### config.mk
export PLATFORM = sky130hd
export DESIGN_NAME = sigmoid_backward_flat
export DESIGN_NICKNAME = d
export VERILOG_FILES = /design/src/rtl/sigmoid_backward_pkg.sv /design/src/rtl/sigmoid_backward_if.sv /design/src/rtl/sigmoid_deriv_mul.sv /design/src/rtl/sigmoid_backward.sv /design/src/flat_wrapper.sv
export SDC_FILE = /design/constraint.sdc
export NUM_CORES = 1
export LEC_CHECK = 0
export ABC_CLOCK_PERIOD_IN_PS = 9200
export CORE_UTILIZATION = 58
export CTS_BUF_LIST = sky130_fd_sc_hd__clkbuf_8 sky130_fd_sc_hd__clkbuf_16
export DETAILED_ROUTE_END_ITERATION = 7
export DONT_BUFFER_PORTS = 1
export PLACE_DENSITY = 0.79
export SLEW_MARGIN = 25
export SYNTH_ARGS = -nofsm -noshare
export SYNTH_HDL_FRONTEND = slang
export SYNTH_SLANG_ARGS = --single-unit
export TNS_END_PERCENT = 1
### constraint.sdc
create_clock -name clk -period 9.2 [get_ports clk]
set_clock_uncertainty 0.15 [all_clocks]
set_input_delay 1.84 -clock clk [delete_from_list [all_inputs] [get_ports clk]]
set_output_delay 1.84 -clock clk [all_outputs]
set_load 0.02 [all_outputs]
### src/rtl/sigmoid_backward_pkg.sv
// Shared Q0.7 activation constants and helpers for the sigmoid backward pipeline.
package sigmoid_backward_pkg;

  localparam int unsigned ACT_FRAC    = 7;
  localparam logic [ACT_FRAC-1:0] ACT_ONE = 7'd127;
  localparam int unsigned DERIV_SHIFT = 14;
  localparam int unsigned DERIV_W     = 13;

  // Forward outputs above 1.0 in Q0.7 saturate at ACT_ONE.
  function automatic logic [ACT_FRAC-1:0] act_clamp(input logic [7:0] y);
    return (y > 8'(ACT_ONE)) ? ACT_ONE : y[ACT_FRAC-1:0];
  endfunction

endpackage

### src/rtl/sigmoid_backward_if.sv
// Valid/ready input and output streams of the sigmoid backward pipeline.
interface sigmoid_backward_if #(parameter int GRAD_W = 16);

  logic                     in_valid;
  logic                     in_ready;
  logic [7:0]               y_in;
  logic signed [GRAD_W-1:0] grad_in;
  logic                     out_valid;
  logic                     out_ready;
  logic signed [GRAD_W-1:0] grad_out;

  modport master (
    output in_valid, y_in, grad_in, out_ready,
    input  in_ready, out_valid, grad_out
  );

  modport slave (
    input  in_valid, y_in, grad_in, out_ready,
    output in_ready, out_valid, grad_out
  );

endinterface

### src/rtl/sigmoid_deriv_mul.sv
// Combinational sigmoid derivative magnitude y*(1-y) in Q0.7 x Q0.7 = Q0.14.
module sigmoid_deriv_mul
  import sigmoid_backward_pkg::*;
(
  input  logic [ACT_FRAC-1:0] y_i,
  input  logic [ACT_FRAC-1:0] c_i,
  output logic [DERIV_W-1:0]  d_o
);

  // y + c == 127, so the product peaks at 63*64 = 4032 and fits in DERIV_W bits.
  assign d_o = DERIV_W'(y_i) * DERIV_W'(c_i);

endmodule

### src/rtl/sigmoid_backward.sv
// Three-stage sigmoid backward pass: grad_out = grad_in * y * (1 - y).
// Define SIGMOID_BWD_ROUND_EN to round half up in stage 3 instead of truncating.
module sigmoid_backward
  import sigmoid_backward_pkg::*;
#(
  parameter int GRAD_W = 16
) (
  input  logic               clk,
  input  logic               rst_n,
  input  logic               flush,
  sigmoid_backward_if.slave  bus
);

  localparam int PW = GRAD_W + DERIV_W + 1;

`ifdef SIGMOID_BWD_ROUND_EN
  localparam logic signed [PW-1:0] P_BIAS = PW'(1 << (DERIV_SHIFT - 1));
`else
  localparam logic signed [PW-1:0] P_BIAS = '0;
`endif

  logic                     v1_q, v1_d, v2_q, v2_d, v3_q, v3_d;
  logic [ACT_FRAC-1:0]      y1_q, y1_d, c1_q, c1_d;
  logic signed [GRAD_W-1:0] g1_q, g1_d, g2_q, g2_d;
  logic [DERIV_W-1:0]       d2_q, d2_d;
  logic signed [GRAD_W-1:0] gout_q, gout_d;

  logic                     advance;
  logic [ACT_FRAC-1:0]      y_cl;
  logic [DERIV_W-1:0]       d_mul;
  logic signed [PW-1:0]     g_ext, d_ext, prod, p_adj;
  logic signed [GRAD_W-1:0] p_res;

  assign advance       = !v3_q || bus.out_ready;
  assign bus.in_ready  = advance;
  assign bus.out_valid = v3_q;
  assign bus.grad_out  = gout_q;

  assign y_cl = act_clamp(bus.y_in);

  sigmoid_deriv_mul u_deriv_mul (
    .y_i (y1_q),
    .c_i (c1_q),
    .d_o (d_mul)
  );

  // d is unsigned, so it is zero-extended before the signed multiply.
  assign g_ext = PW'(g2_q);
  assign d_ext = $signed(PW'(d2_q));
  assign prod  = g_ext * d_ext;
  assign p_adj = prod + P_BIAS;
  assign p_res = GRAD_W'(p_adj >>> DERIV_SHIFT);

  always_comb begin
    v1_d   = v1_q;
    v2_d   = v2_q;
    v3_d   = v3_q;
    y1_d   = y1_q;
    c1_d   = c1_q;
    g1_d   = g1_q;
    d2_d   = d2_q;
    g2_d   = g2_q;
    gout_d = gout_q;
    if (advance) begin
      v1_d   = bus.in_valid;
      y1_d   = y_cl;
      c1_d   = ACT_ONE - y_cl;
      g1_d   = bus.grad_in;
      v2_d   = v1_q;
      d2_d   = d_mul;
      g2_d   = g1_q;
      v3_d   = v2_q;
      gout_d = p_res;
    end
    // Flush wins over any transfer in the same cycle.
    if (flush) begin
      v1_d = 1'b0;
      v2_d = 1'b0;
      v3_d = 1'b0;
    end
  end

  always_ff @(posedge clk or negedge rst_n) begin
    if (!rst_n) begin
      v1_q   <= 1'b0;
      v2_q   <= 1'b0;
      v3_q   <= 1'b0;
      y1_q   <= '0;
      c1_q   <= '0;
      g1_q   <= '0;
      d2_q   <= '0;
      g2_q   <= '0;
      gout_q <= '0;
    end else begin
      v1_q   <= v1_d;
      v2_q   <= v2_d;
      v3_q   <= v3_d;
      y1_q   <= y1_d;
      c1_q   <= c1_d;
      g1_q   <= g1_d;
      d2_q   <= d2_d;
      g2_q   <= g2_d;
      gout_q <= gout_d;
    end
  end

endmodule
### src/flat_wrapper.sv
// flat-port wrapper written by rule: the top's interface ports become plain ports
module sigmoid_backward_flat import sigmoid_backward_pkg::*;
#(
  parameter int GRAD_W = 16
)
  (clk, rst_n, flush, bus_in_valid, bus_y_in, bus_grad_in, bus_out_ready, bus_in_ready, bus_out_valid, bus_grad_out);
  sigmoid_backward_if #(.GRAD_W(GRAD_W)) bus_i ();
  input  logic clk;
  input  logic rst_n;
  input  logic flush;
  input wire logic [$bits(bus_i.in_valid)-1:0] bus_in_valid;
  input wire logic [$bits(bus_i.y_in)-1:0] bus_y_in;
  input wire logic [$bits(bus_i.grad_in)-1:0] bus_grad_in;
  input wire logic [$bits(bus_i.out_ready)-1:0] bus_out_ready;
  output wire logic [$bits(bus_i.in_ready)-1:0] bus_in_ready;
  output wire logic [$bits(bus_i.out_valid)-1:0] bus_out_valid;
  output wire logic [$bits(bus_i.grad_out)-1:0] bus_grad_out;
  assign bus_i.in_valid = bus_in_valid;
  assign bus_i.y_in = bus_y_in;
  assign bus_i.grad_in = bus_grad_in;
  assign bus_i.out_ready = bus_out_ready;
  assign bus_in_ready = bus_i.in_ready;
  assign bus_out_valid = bus_i.out_valid;
  assign bus_grad_out = bus_i.grad_out;
  sigmoid_backward #(.GRAD_W(GRAD_W)) u_core (.clk(clk), .rst_n(rst_n), .flush(flush), .bus(bus_i));
endmodule
==> impl_results.md, run 1 <==
* Status: finished clean
* Setup TNS at 0 ps
* CP delay by family, top: adder cells
* Root Driver: clkbuf_16
* Core area at 0.02023 sq mm
* Number of I/O pins at 47
* P&R area growth vs syn at 3.799%
* EDFF count, synth at 0
* Post-DP Area at roughly 0.012 sq mm
* CTS max path bufs at 2
* Crit path launch type: flip-flop
* Die area at 0.02125 sq mm
* Seq/Total Area, Yosys at 0.1628
* Die Height at 145.8 um
* HP Class: flip-flop to flip-flop
* ANT cells at 0
* Vias in the first global route at 8,983
* Worst Setup End Kind: flip-flop
* Max-Slew Margin vs Limit at 0.4469
* Post-route cell area at 0.01245 sq mm
* FFs w/ async S/R, synth at 1.000
* CTS tree: yes
* Post-Synth Simple-Gate Area at 0.1729
* Port bufs at 0
* RSZ-0062 raised after global routing: false
* WL per Instance at 16.52 um
* Worst Path Buf+Inv at 5
* Ys flop type: dfrtp_1
* Cell count after synthesis at around 1,300
* Mux share of post-synthesis cell area at 0
* FMAX at 0.1430 GHz
* Seq cells post-synth at 78
* Vias per std cell at 5.379
* Synth Warn # at 0
* Overflow after GRT at 0
* FP Rows at 52
* Critical Path AT at 7030 ps
* Layout cell share with drive strength beyond 1 at 0.02179
* Setup Buffers After CTS at 0
* Syn_area_per_cell at 9.090 sq um
* Adder-Cell Fraction of Synth Area at 0.4804
* Skew-Pair Late Insertion Delay at around 340 ps
* CP max FO at 17
* Via count at between 8,000 and 9,000
* Largest family of logic cells by synthesized area: adder cells
* DRC at 0
* DP HPWL at between 20,000 and 25,000 um
* Cts bufs inserted at 9
* Post-synth cell types at 47
* # setup viols final at 0
* Cell taking the most area after synthesis: fa_1
* Post-Synth XOR/XNOR Area at 0.02337
* Actual slew at the worst max-slew pin at between 800 and 900 ps
* Global-route wire length before repair at 44,450 um
* Tmin final at 6991 ps
* Max_cap viols at 0
* Placer Congestion at 0.8792
* Die width at 145.8 um
* Starting DRT DRC Count at between 500 and 600
* Clk slew on worst S/H paths at 70 ps
* Syn nets at 1,674
* Critical-path cell list: nand2_1 -> inv_1 -> fa_1 -> inv_1 -> fa_1 -> inv_1 -> fa_1 -> fa_1 -> fa_1 -> inv_1 -> fa_1 -> inv_1 -> ha_1 -> nand2_1 -> nor2_1 -> or4_1 -> a221oi_1 -> and3b_1 -> a311o_1 -> xor2_1 -> o21ai_0
* Cell repeated most along the worst path: fa_1
* H-tree Lvls at 3
* Fin. Hold Viols at 0
* Max stage delay on crit path at slightly above 700 ps
* Total Wirelength at 25,700 um
* Most frequent cell after synthesis: inv_1
* GRT Util Overall at 0.2647
* Largest net degree at the start of global routing at 79
* Compound-Gate Fraction of Synth Area at 0.05645
* DRT antenna net count at 0
* Mapped Area at approximately 0.012 sq mm
* Initial antenna violation count at 0
* Period utilization at 0.7599
* Synth cell count leaders: inv_1, nand2_1, fa_1
* # hold bufs at CTS at 0
* Synth top area cells: fa_1, dfrtp_1, ha_1
* CP Class: flip-flop to flip-flop
* Critical Path Slowest Stage Cell: dfrtp_1
* Clk sink count at 78
* Starting Density at 0.5926
* Worst Path Required at around 9000 ps
* Yosys top cell area share at 0.3740
* Drt first pass iters at 7
* Final nets at 1,635
* Post-CTS resize count at 0
* Max Slew Vio Count at 0
[per-layer routing]
| metal | vias to the layer above | track usage | wire length (um) | share of wire |
|---|---|---|---|---|
| met4 | 0 | 0.06789 | 582 | 0.023 |
| met5 | - | 0 | 0 | 0 |
| met3 | 51 | 0.04984 | 1674 | 0.065 |
| li1 | 3833 | - | - | - |
| met1 | 4236 | 0.3542 | 10590 | 0.41 |
| met2 | 245 | 0.4455 | 12850 | 0.50 |
[layout make-up]
cell class	count	area (sq um)
multi-input cells	909	8798
fillers	1694	7789
flip-flops and latches	78	1952
inverters	280	1051
well taps	270	337.8
clock buffers	9	225.2
clock inverters	7	66.31
repair buffers	2	15.01
[state kept, by name (all words and copies together) (netlist names)]
signal,count
u_core.bus.grad_out,16
u_core.bus.out_valid,1
u_core.c1_q,7
u_core.d2_q,13
u_core.g1_q,16
u_core.g2_q,16
u_core.v1_q,1
u_core.v2_q,1
u_core.y1_q,7
[cells in the final DEF, fill, tap and decap left out, types with 25 or more instances in the layout]
cell     count
inv_1      279
and2_1     126
fa_1       224
nand2_1    270
nor2_1      26
o21ai_0     26
xnor2_1     25
dfrtp_1     78
a21oi_1     33
ha_1       102
[worst min-delay path, delay by kind of cell, from the launching register on]
family / cells / cell delay (ps)
DFF: 1 / 350
and+or+nand+nor: 2 / 100
[stage by stage]
step	hold WS (ps)	instances	util	setup WS, ps
final	323.2	1555	0.6151	2209
after global routing	354.3	1555	0.6151	1798
after CTS	323.2	1555	0.6151	2238
after detailed placement	305.9	1539	0.6007	2247
after global placement	303.3	1539	0.6007	2473
after floorplan	288.6	1319	-	2992
[path summary, 6_finish.rpt]
path / end / slack [ps] / from / cells after the start
setup / recovery: u_core.bus.grad_out[13]$_DFFE_PN0P_ / 2210 / u_core.d2_q[2]$_DFFE_PN0P_ / 21
hold / removal: u_core.g1_q[0]$_DFFE_PN0P_ / 320 / u_core.g1_q[0]$_DFFE_PN0P_ / 2
setup reg to reg: u_core.bus.grad_out[13]$_DFFE_PN0P_ / 2210 / u_core.d2_q[2]$_DFFE_PN0P_ / 21
hold reg to reg: u_core.g1_q[0]$_DFFE_PN0P_ / 320 / u_core.g1_q[0]$_DFFE_PN0P_ / 2
max in group asynchronous: u_core.bus.grad_out[10]$_DFFE_PN0P_ / 7730 / rst_n / 0
min in group asynchronous: u_core.g1_q[0]$_DFFE_PN0P_ / 1030 / rst_n / 0
[kinds of logic (layout without fill, tap and decap cells)]
kind of cell | Yosys count | after routing
AO/OA/AOI/OAI | 103 | 103
XOR/XNOR | 32 | 32
adder cells (fa/ha/maj) | 326 | 326
buffers and inverters | 332 | 298
flip-flops | 78 | 78
AND/OR/NAND/NOR | 448 | 448
Power of run 1 is left out: the tool's default activity adds up to more than one toggle a clock period on the data nets, which glitch-free logic cannot reach.
==> inputs of run 2 (changes only) <==
--- a/config.mk
+++ b/config.mk
@@ -5,12 +5,12 @@
 export SDC_FILE = /design/constraint.sdc
 export NUM_CORES = 1
 export LEC_CHECK = 0
-export ABC_CLOCK_PERIOD_IN_PS = 9200
+export ABC_CLOCK_PERIOD_IN_PS = 5900
 export CORE_UTILIZATION = 58
 export CTS_BUF_LIST = sky130_fd_sc_hd__clkbuf_8 sky130_fd_sc_hd__clkbuf_16
 export DETAILED_ROUTE_END_ITERATION = 7
 export DONT_BUFFER_PORTS = 1
-export PLACE_DENSITY = 0.79
+export PLACE_DENSITY = 0.81
 export SLEW_MARGIN = 25
 export SYNTH_ARGS = -nofsm -noshare
 export SYNTH_HDL_FRONTEND = slang
==> constraint.sdc (replaced) <==
create_clock -name clk -period 5.9 [get_ports clk]
set_clock_uncertainty 0.15 [all_clocks]
set_input_delay 1.18 -clock clk [delete_from_list [all_inputs] [get_ports clk]]
set_output_delay 1.18 -clock clk [all_outputs]
set_load 0.02 [all_outputs]
==> impl_results.md, run 2 (synthesis gave the netlist of run 1 again) <==
* CTS tree: yes
* Die width at 145.8 um (unchanged)
* Overflow after GRT at 0 (unchanged)
* Non-Filler Instances at 1,668 (+7.3%)
* Post-layout util at 0.6679 (+0.05287)
* Actual slew at the worst max-slew pin at 777.5 ps (-50.18 ps)
* # hold bufs at CTS at 0 (unchanged)
* Drt first pass iters at 5 (-2)
* Setup WS pre-CTS at -383.9 ps (-2631 ps)
* Die Height at 145.8 um (unchanged)
* Max_cap viols at 0 (unchanged)
* Initial antenna violation count at 0 (unchanged)
* Max-Slew Margin vs Limit at 0.4816 (+0.03479)
* CTS max path bufs at 2 (unchanged)
* Die area at 0.02125 sq mm (unchanged)
* Port bufs at 0 (unchanged)
* Critical Path AT at 6180 ps (-850 ps)
* Clk sink count at 78 (unchanged)
* GRT Util Overall at 0.2779 (+0.01318)
* FP Rows at 52 (unchanged)
* H-tree Lvls at 3 (unchanged)
* WL per Instance at 16.13 um (-2.4%)
* Global-route wire length before repair at 46,910 um (+5.5%)
* Final nets at 1,748 (+6.9%)
* Clk slew on worst S/H paths at 70 ps (about the same)
* Tmin final at 6136 ps (-854.7 ps)
* Crit path launch type: flip-flop
* HP Class: flip-flop to flip-flop
* CP Class: flip-flop to flip-flop
* Worst Setup End Kind: flip-flop
* Starting DRT DRC Count at 518 (+3.4%)
* Commonest non-fill, non-tap cell in the layout: inv_1
* Placed Cells at 1,640 (+6.6%)
* CP endpoint: u_core.bus.grad_out[11]$_DFFE_PN0P_
* CP max FO at 6 (-11)
* Largest net degree at the start of global routing at 79 (unchanged)
* Failing checks: setup timing
* FMAX at 0.1630 GHz (+14%)
* DRC at 0 (unchanged)
* Period utilization at 1.040 (+0.2802)
* Cts bufs inserted at 9 (unchanged)
* Status: finished with violations
* Placer Congestion at 0.9149 (+4.1%)
* Total Wirelength at 26,910 um (+4.7%)
* P&R area growth vs syn at 12.72%
* Hold slack at 319.8 ps (-3.356 ps)
* Via count at 8,903 (+6.4%)
* Starting Density at 0.5926 (unchanged)
* DRT antenna net count at 0 (unchanged)
* ANT cells at 0 (unchanged)
* RSZ-0062 raised after global routing: true
* Worst Path Required at 5950 ps (-3290 ps)
* R2r endpoint: u_core.bus.grad_out[11]$_DFFE_PN0P_
* Commonest non-fill, non-tap cells in the layout: inv_1, nand2_1, fa_1
* FF-to-FF path depth at 23 (+9.5%)
* Number of I/O pins at 47 (unchanged)
* Core area at 0.02023 sq mm (unchanged)
* Layout cell share with drive strength beyond 1 at 0.1345 (+0.1127)
* Reg-to-Reg Start: u_core.d2_q[4]$_DFFE_PN0P_
* R2R Setup Slk at -240 ps (-2450 ps)
* Fin. Hold Viols at 0 (unchanged)
* Vias per std cell at 5.338 (-0.78%)
* Root Driver: clkbuf_16
* DP HPWL at 21,240 um (+5.7%)
* Max Slew Vio Count at 0 (unchanged)
* Critical Path Source: u_core.d2_q[4]$_DFFE_PN0P_
* Skew-Pair Late Insertion Delay at 350 ps (about the same)
* # setup viols final at 10 (+10)
* Setup WS post-layout at -236.4 ps (-2445 ps)
* Vias in the first global route at 9,835 (+9.5%)
-- run 2: cell types whose count changed in the layout (fill, tap and decap cells not counted), sizes merged --
cell    previous run  this run
buf                2       115
clkinv             2         1
inv              283       284
-- run 2: layout make-up --
cell class | count | area (sq um)
Multi-Input combinational cell | 909 | 8964
Fill cell | 1451 | 6719
Sequential cell | 78 | 1967
Inverter | 280 | 1054
Timing Repair Buffer | 115 | 904.6
Tap cell | 270 | 337.8
Clock buffer | 9 | 225.2
Clock inverter | 7 | 63.81
-- run 2: critical path, cell delays in order (launching register included) --
cell	delay [ps]
dfrtp_2	430
buf_12	150
buf_4	130
and2_1	160
fa_1	500
inv_1	50
fa_1	510
inv_1	60
fa_1	490
fa_1	450
fa_1	510
inv_1	60
fa_1	520
inv_2	50
ha_4	220
and3_4	170
a211o_1	290
a21o_1	190
o41ai_4	300
buf_4	190
buf_4	100
o21ai_1	60
xnor2_1	150
o21ai_0	80
-- run 2: worst min-delay path by stage --
| stage | to | startpoint | depth (start not counted) |
|---|---|---|---|
| 2_1_floorplan | u_core.g1_q[0]$_DFFE_PN0P_ | u_core.g1_q[0]$_DFFE_PN0P_ | 2 |
| 3_3_place_gp | u_core.g1_q[0]$_DFFE_PN0P_ | u_core.g1_q[0]$_DFFE_PN0P_ | 2 |
| 3_5_place_dp | u_core.g1_q[9]$_DFFE_PN0P_ | u_core.g1_q[9]$_DFFE_PN0P_ | 2 |
| 4_1_cts | u_core.g1_q[9]$_DFFE_PN0P_ | u_core.g1_q[9]$_DFFE_PN0P_ | 2 |
| 5_1_grt | u_core.g1_q[12]$_DFFE_PN0P_ | u_core.g1_q[12]$_DFFE_PN0P_ | 2 |
| 6_report | u_core.g2_q[0]$_DFFE_PN0P_ | u_core.g1_q[0]$_DFFE_PN0P_ | 2 |
-- run 2: per-stage QoR --
step                instance area (sq um)  TNS (ps)
finish                              13520     -1626
global route                        13520     -4103
CTS                                 13470     -1036
detailed placement                  13000     -2159
global placement                    13000     -1378
floorplan                           12200    -37.40
-- run 2: layer usage --
metal,vias up,share of wire,track usage
met1,4456,0.40,0.3572
met2,319,0.51,0.4715
met4,0,0.028,0.09895
li1,4062,-,-
met5,-,0,0
met3,66,0.068,0.05235
-- run 2: timing repair --
action                                  4_1_cts  5_1_grt
pin swaps                                    26        3
endpoints found under the setup margin       12       15
cloned                                        0        0
resized for setup                            33       14
buffers inserted                             12        0
Power of run 2 is left out for the same reason.
==> inputs of run 3 (changes only) <==
--- a/config.mk
+++ b/config.mk
@@ -6,6 +6,7 @@
 export NUM_CORES = 1
 export LEC_CHECK = 0
 export ABC_CLOCK_PERIOD_IN_PS = 5900
+export CORE_ASPECT_RATIO = 0.9
 export CORE_UTILIZATION = 58
 export CTS_BUF_LIST = sky130_fd_sc_hd__clkbuf_8 sky130_fd_sc_hd__clkbuf_16
 export DETAILED_ROUTE_END_ITERATION = 7
==> impl_results.md, run 3 (synthesis gave the netlist of run 1 again) <==
* Status: finished with violations
* Failing checks: setup timing
* Worst Setup End Kind: flip-flop
* Placed Cells at 1,632 (-0.49%)
* Fin. Hold Viols at 0 (unchanged)
* DP HPWL at 23,030 um (+8.4%)
* H-tree Lvls at 3 (unchanged)
* Setup TNS at -2182 ps (-556.8 ps)
* HP Class: flip-flop to flip-flop
* Commonest non-fill, non-tap cells in the layout: inv_1, nand2_1, fa_1
* Max_cap viols at 0 (unchanged)
* CTS tree: yes
* Core area at 0.02011 sq mm (-0.62%)
* # fillers at 1,418 (-2.3%)
* FF-to-FF path depth at 23 (unchanged)
* Tmin final at 6231 ps (+94.17 ps)
* P&R area growth vs syn at 14.16%
* CP max FO at 7 (+1)
* Global-route wire length before repair at 50,020 um (+6.6%)
* Starting DRT DRC Count at 610 (+18%)
* Die area at 0.02125 sq mm (about the same)
* WL per Instance at 17.69 um (+9.6%)
* Clk slew on worst S/H paths at 60 ps (about the same)
* Drt first pass iters at 5 (unchanged)
* Commonest non-fill, non-tap cell in the layout: inv_1
* Layout cell share with drive strength beyond 1 at 0.1450 (+0.01051)
* CP endpoint: u_core.bus.grad_out[8]$_DFFE_PN0P_
* CTS max path bufs at 2 (unchanged)
* R2R Setup Slk at -330 ps (-90 ps)
* Period utilization at 1.056 (+0.01596)
* GRT Util Overall at 0.3003 (+0.02238)
* Post-DP Area at 0.01306 sq mm (+0.45%)
* Cts bufs inserted at 9 (unchanged)
* Skew-Pair Late Insertion Delay at 350 ps (about the same)
* Initial antenna violation count at 0 (unchanged)
* RSZ-0062 raised after global routing: true
* Die width at 153.6 um (+5.3%)
* Worst Path Required at 5940 ps (about the same)
* Clk sink count at 78 (unchanged)
* Total Wirelength at 29,400 um (+9.3%)
* Root Driver: clkbuf_16
* Critical Path Source: u_core.d2_q[2]$_DFFE_PN0P_
* Reg-to-Reg Start: u_core.d2_q[2]$_DFFE_PN0P_
* Largest net degree at the start of global routing at 79 (unchanged)
* Number of I/O pins at 47 (unchanged)
* Max Slew Vio Count at 0 (unchanged)
* Die Height at 138.4 um (-5.1%)
* DRT antenna net count at 0 (unchanged)
* Vias in the first global route at 10,040 (+2.1%)
* Starting Density at 0.5963 (+0.003687)
* R2r endpoint: u_core.bus.grad_out[8]$_DFFE_PN0P_
* Actual slew at the worst max-slew pin at 804.5 ps (+26.99 ps)
* Non-Filler Instances at 1,662 (-0.36%)
* FMAX at 0.1605 GHz (-1.5%)
* CP Class: flip-flop to flip-flop
* Port bufs at 0 (unchanged)
* Post-route cell area at 0.01369 sq mm (+1.3%)
* Crit path launch type: flip-flop
* Overflow after GRT at 0 (unchanged)
* FP Rows at 49 (-5.8%)
* # setup viols final at 12 (+2)
* ANT cells at 0 (unchanged)
* Vias per std cell at 5.469 (+2.5%)
* Via count at 9,090 (+2.1%)
* DRC at 0 (unchanged)
* Placer Congestion at 0.9197 (+0.52%)
* Max-Slew Margin vs Limit at 0.4624 (-0.01929)
* Final nets at 1,757 (+0.51%)
* Critical Path AT at 6270 ps (+90 ps)
* Setup WS post-layout at -330.5 ps (-94.17 ps)
run 3: stage by stage:
stage / setup WS (ps) / utilization / hold WS [ps]
2_1_floorplan: -32.66 / - / 288.6
3_3_place_gp: -321.5 / 0.6496 / 299.2
3_5_place_dp: -446.1 / 0.6496 / 306.2
4_1_cts: -280.3 / 0.6781 / 324.1
5_1_grt: -481.1 / 0.6807 / 347.1
6_report: -330.5 / 0.6807 / 326.5
run 3: worst max-delay path: stages, from the launching register on:
cell	delay (ps)
dfrtp_2	430
buf_2	170
buf_4	170
and2_1	180
fa_1	540
inv_1	50
fa_1	470
inv_1	50
fa_1	450
ha_1	300
fa_1	490
inv_1	50
fa_1	480
inv_1	50
ha_2	190
nor3_4	200
o211ai_2	120
o211a_1	300
o21a_4	250
o41ai_4	390
buf_4	200
o21bai_1	80
xnor2_1	230
o21ai_0	110
run 3: repair_timing:
| item | 4_1_cts | 5_1_grt |
|---|---|---|
| setup buffers | 14 | 0 |
| gates cloned | 0 | 0 |
| hold buffers | 0 | 0 |
| endpoints found under the setup margin | 14 | 15 |
| pin swaps | 33 | 8 |
| resized for setup | 37 | 18 |
run 3: area by class of cell:
cell class | instances | area (sq um) | share of cell area
Clock buffer | 9 | 225.2 | 0.01645
Clock inverter | 7 | 91.34 | 0.006673
Inverter | 280 | 1054 | 0.07697
Multi-Input combinational cell | 909 | 9042 | 0.6606
Sequential cell | 78 | 1971 | 0.1440
Tap cell | 255 | 319.1 | 0.02331
Timing Repair Buffer | 124 | 985.9 | 0.07203
run 3: worst min-delay path by stage:
stage / cells after the start / endpoint / from / slack (ps)
2_1_floorplan: 2 / u_core.g1_q[0]$_DFFE_PN0P_ / u_core.g1_q[0]$_DFFE_PN0P_ / 290
3_3_place_gp: 2 / u_core.g1_q[3]$_DFFE_PN0P_ / u_core.g1_q[3]$_DFFE_PN0P_ / 300
3_5_place_dp: 2 / u_core.g1_q[8]$_DFFE_PN0P_ / u_core.g1_q[8]$_DFFE_PN0P_ / 310
4_1_cts: 2 / u_core.g1_q[2]$_DFFE_PN0P_ / u_core.g1_q[2]$_DFFE_PN0P_ / 320
5_1_grt: 2 / u_core.g1_q[2]$_DFFE_PN0P_ / u_core.g1_q[2]$_DFFE_PN0P_ / 350
6_report: 2 / u_core.g1_q[0]$_DFFE_PN0P_ / u_core.g1_q[0]$_DFFE_PN0P_ / 330
run 3: routing by layer:
metal | track usage | wire, um | vias to the layer above
met2 | 0.5079 | 14620 | 361
li1 | - | - | 4075
met5 | 0 | 0 | -
met1 | 0.4000 | 11790 | 4590
met3 | 0.05047 | 2243 | 64
met4 | 0.08632 | 744 | 0
Power of run 3 is left out for the same reason.
==> RTL change (config.mk and constraints of run 3) <==
`y1_q`, `c1_q`, `g1_q`, `d2_q` and `g2_q` no longer have a reset.
--- a/src/rtl/sigmoid_backward.sv
+++ b/src/rtl/sigmoid_backward.sv
@@ -85,23 +85,21 @@
       v1_q   <= 1'b0;
       v2_q   <= 1'b0;
       v3_q   <= 1'b0;
-      y1_q   <= '0;
-      c1_q   <= '0;
-      g1_q   <= '0;
-      d2_q   <= '0;
-      g2_q   <= '0;
       gout_q <= '0;
     end else begin
       v1_q   <= v1_d;
       v2_q   <= v2_d;
       v3_q   <= v3_d;
-      y1_q   <= y1_d;
-      c1_q   <= c1_d;
-      g1_q   <= g1_d;
-      d2_q   <= d2_d;
-      g2_q   <= g2_d;
       gout_q <= gout_d;
     end
   end
 
+  always_ff @(posedge clk) begin
+    y1_q <= y1_d;
+    c1_q <= c1_d;
+    g1_q <= g1_d;
+    d2_q <= d2_d;
+    g2_q <= g2_d;
+  end
+
 endmodule
Function: changed (a bounded check fails within 4 cycles, from zero or initial values and one cycle with rst_n low).
==> RTL change against run 3 <==
The run still ends with negative setup slack left. Via count down 8.2%. Cell area down 1.0%. Routed wire length down 13%. Sequential cell count unchanged. Utilization down 0.50 points. Setup slack better by 0.26 ns. Area after synthesis down 0.80%. Highest routed layer unchanged. Global-route usage down 3.7 points.
Power is not shown: default switching activity piles up to over one toggle a cycle in this logic, so the estimate is an artifact.
==> RTL change: results (changes against run 3) <==
* Status: finished with violations
* Failing checks: negative setup slack
* Final setup vio count at 7 (-5)
* Total routed wirelength at 25530 um (-13%)
* Asr flop ratio synth at 0.2436 (-0.7564)
* Root buffer cell: clkbuf_16
* M2 GR Usage at 0.4995 (-0.008404)
* Largest net degree at the start of global routing at 75 (-5.1%)
* Syn Nets at 1551 (-7.3%)
* Placed Cells incl. Taps at 1507 (-7.7%)
* Number of flops mapped to enable cells by yosys at 59 (+59)
* Layout Cells excl Fill at 1547 (-6.9%)
* Commonest cells in the synthesized netlist: 286 x inv_1, 224 x fa_1, 147 x nand2_1, 127 x and2_1, 102 x ha_1
* Vias in the first global route at 9263 (-7.8%)
* Total track usage at 0.2635 (-0.03678)
* DP HPWL at 20330 um (-12%)
* Top post-synthesis cells by area: fa_1 38%, edfxtp_1 15%, ha_1 11%, inv_1 9.0%, and2_1 6.7%
* Post-synth top flop: edfxtp_1
* DRT iter0 DRCs at 420 (-31%)
* Share of layout cells above drive strength 1 at 0.1478 (+0.002843)
* Syn Inst Count at 1196 (-9.3%)
* M3 GR Usage at 0.03344 (-0.01703)
* First-pass GRT wire length at 43010 um (-14%)
* Vias at 8347 (-8.2%)
* Slew margin rel. at 0.4019 (-0.06044)
* Slack of the critical path at -0.06633 ns (+0.2642 ns)
* # fillers at 1439 (+1.5%)
* Yosys cell types at 54 (+15%)
* Seq/Total Area, Yosys at 0.1889 (+0.02615)
* Routability cong. at 0.9059 (-1.5%)
* Critical Path AT at 6.08 ns (-0.19 ns)
-- RTL change: changes by cell type in the layout (fill, tap and decap cells not counted), moves of 15 or more --
cell             run 3  this run
edfxtp_1             0        59
buf_4              117        99
o21ai_0             23         3
nand2_1            269       144
dfrtp_2             15         0
dfrtp_1             63        19
-- RTL change: critical path: stages, from the launching register on --
cell,delay [ns]
edfxtp_1,0.53
and2_4,0.21
fa_1,0.54
inv_1,0.06
fa_1,0.54
inv_1,0.06
fa_1,0.50
fa_1,0.43
fa_1,0.55
inv_1,0.07
fa_1,0.48
inv_1,0.04
ha_1,0.31
a211oi_2,0.24
buf_4,0.17
o21ai_2,0.09
a211oi_2,0.34
buf_4,0.17
or3_4,0.13
nand3_1,0.09
o21ai_1,0.19
-- RTL change: worst paths after layout --
path	endpoint	startpoint	depth (start not counted)
max	u_core.bus.grad_out[4]	u_core.d2_q[8]	20
min	u_core.g2_q[2]	u_core.g1_q[2]	0
max reg2reg	u_core.bus.grad_out[4]	u_core.d2_q[8]	20
min reg2reg	u_core.g2_q[2]	u_core.g1_q[2]	0
max in group asynchronous	u_core.bus.grad_out[11]	rst_n	0
min in group asynchronous	u_core.bus.grad_out[3]	rst_n	0
-- RTL change: through the flow --
stage / utilization / cell area [um^2] / hold WS, ns / setup TNS, ns
finish: 0.6757 / 13550 / 0.2674 / -0.2341
global route: 0.6757 / 13550 / 0.2770 / -2.443
CTS: 0.6650 / 13330 / 0.2695 / -0.2830
detailed placement: 0.6387 / 12800 / 0.2545 / -0.6244
global placement: 0.6387 / 12800 / 0.2533 / -0.05416
floorplan: - / 11900 / 0.2503 / 0
-- RTL change: layer usage --
layer / part of all wire / vias to the layer above
li1: - / 3810
met1: 0.38 / 4256
met2: 0.54 / 220
met4: 0.036 / 0
met5: 0 / -
met3: 0.040 / 61
-- RTL change: layout make-up --
class	instances	area share
Clock buffer	9	0.01663
Clock inverter	7	0.004895
Inverter	288	0.07989
Multi-Input combinational cell	796	0.6399
Sequential cell	78	0.1659
Tap cell	255	0.02355
Timing Repair Buffer	114	0.06927
-- RTL change: timing repair --
item | 4_1_cts | 5_1_grt
gates cloned | 0 | 0
pin swaps | 22 | 26
buffers inserted | 15 | 9
setup endpoints to repair | 11 | 14
hold endpoints to repair | 0 | 0
resized for setup | 24 | 30
-- RTL change: logic make-up after synthesis --
| group | share of synthesized area |
|---|---|
| flops | 0.1889 |
| buf+inv | 0.1016 |
| xor+xnor | 0.01988 |
| compound gates | 0.05544 |
| simple gates | 0.1498 |
| fa+ha+maj | 0.4843 |
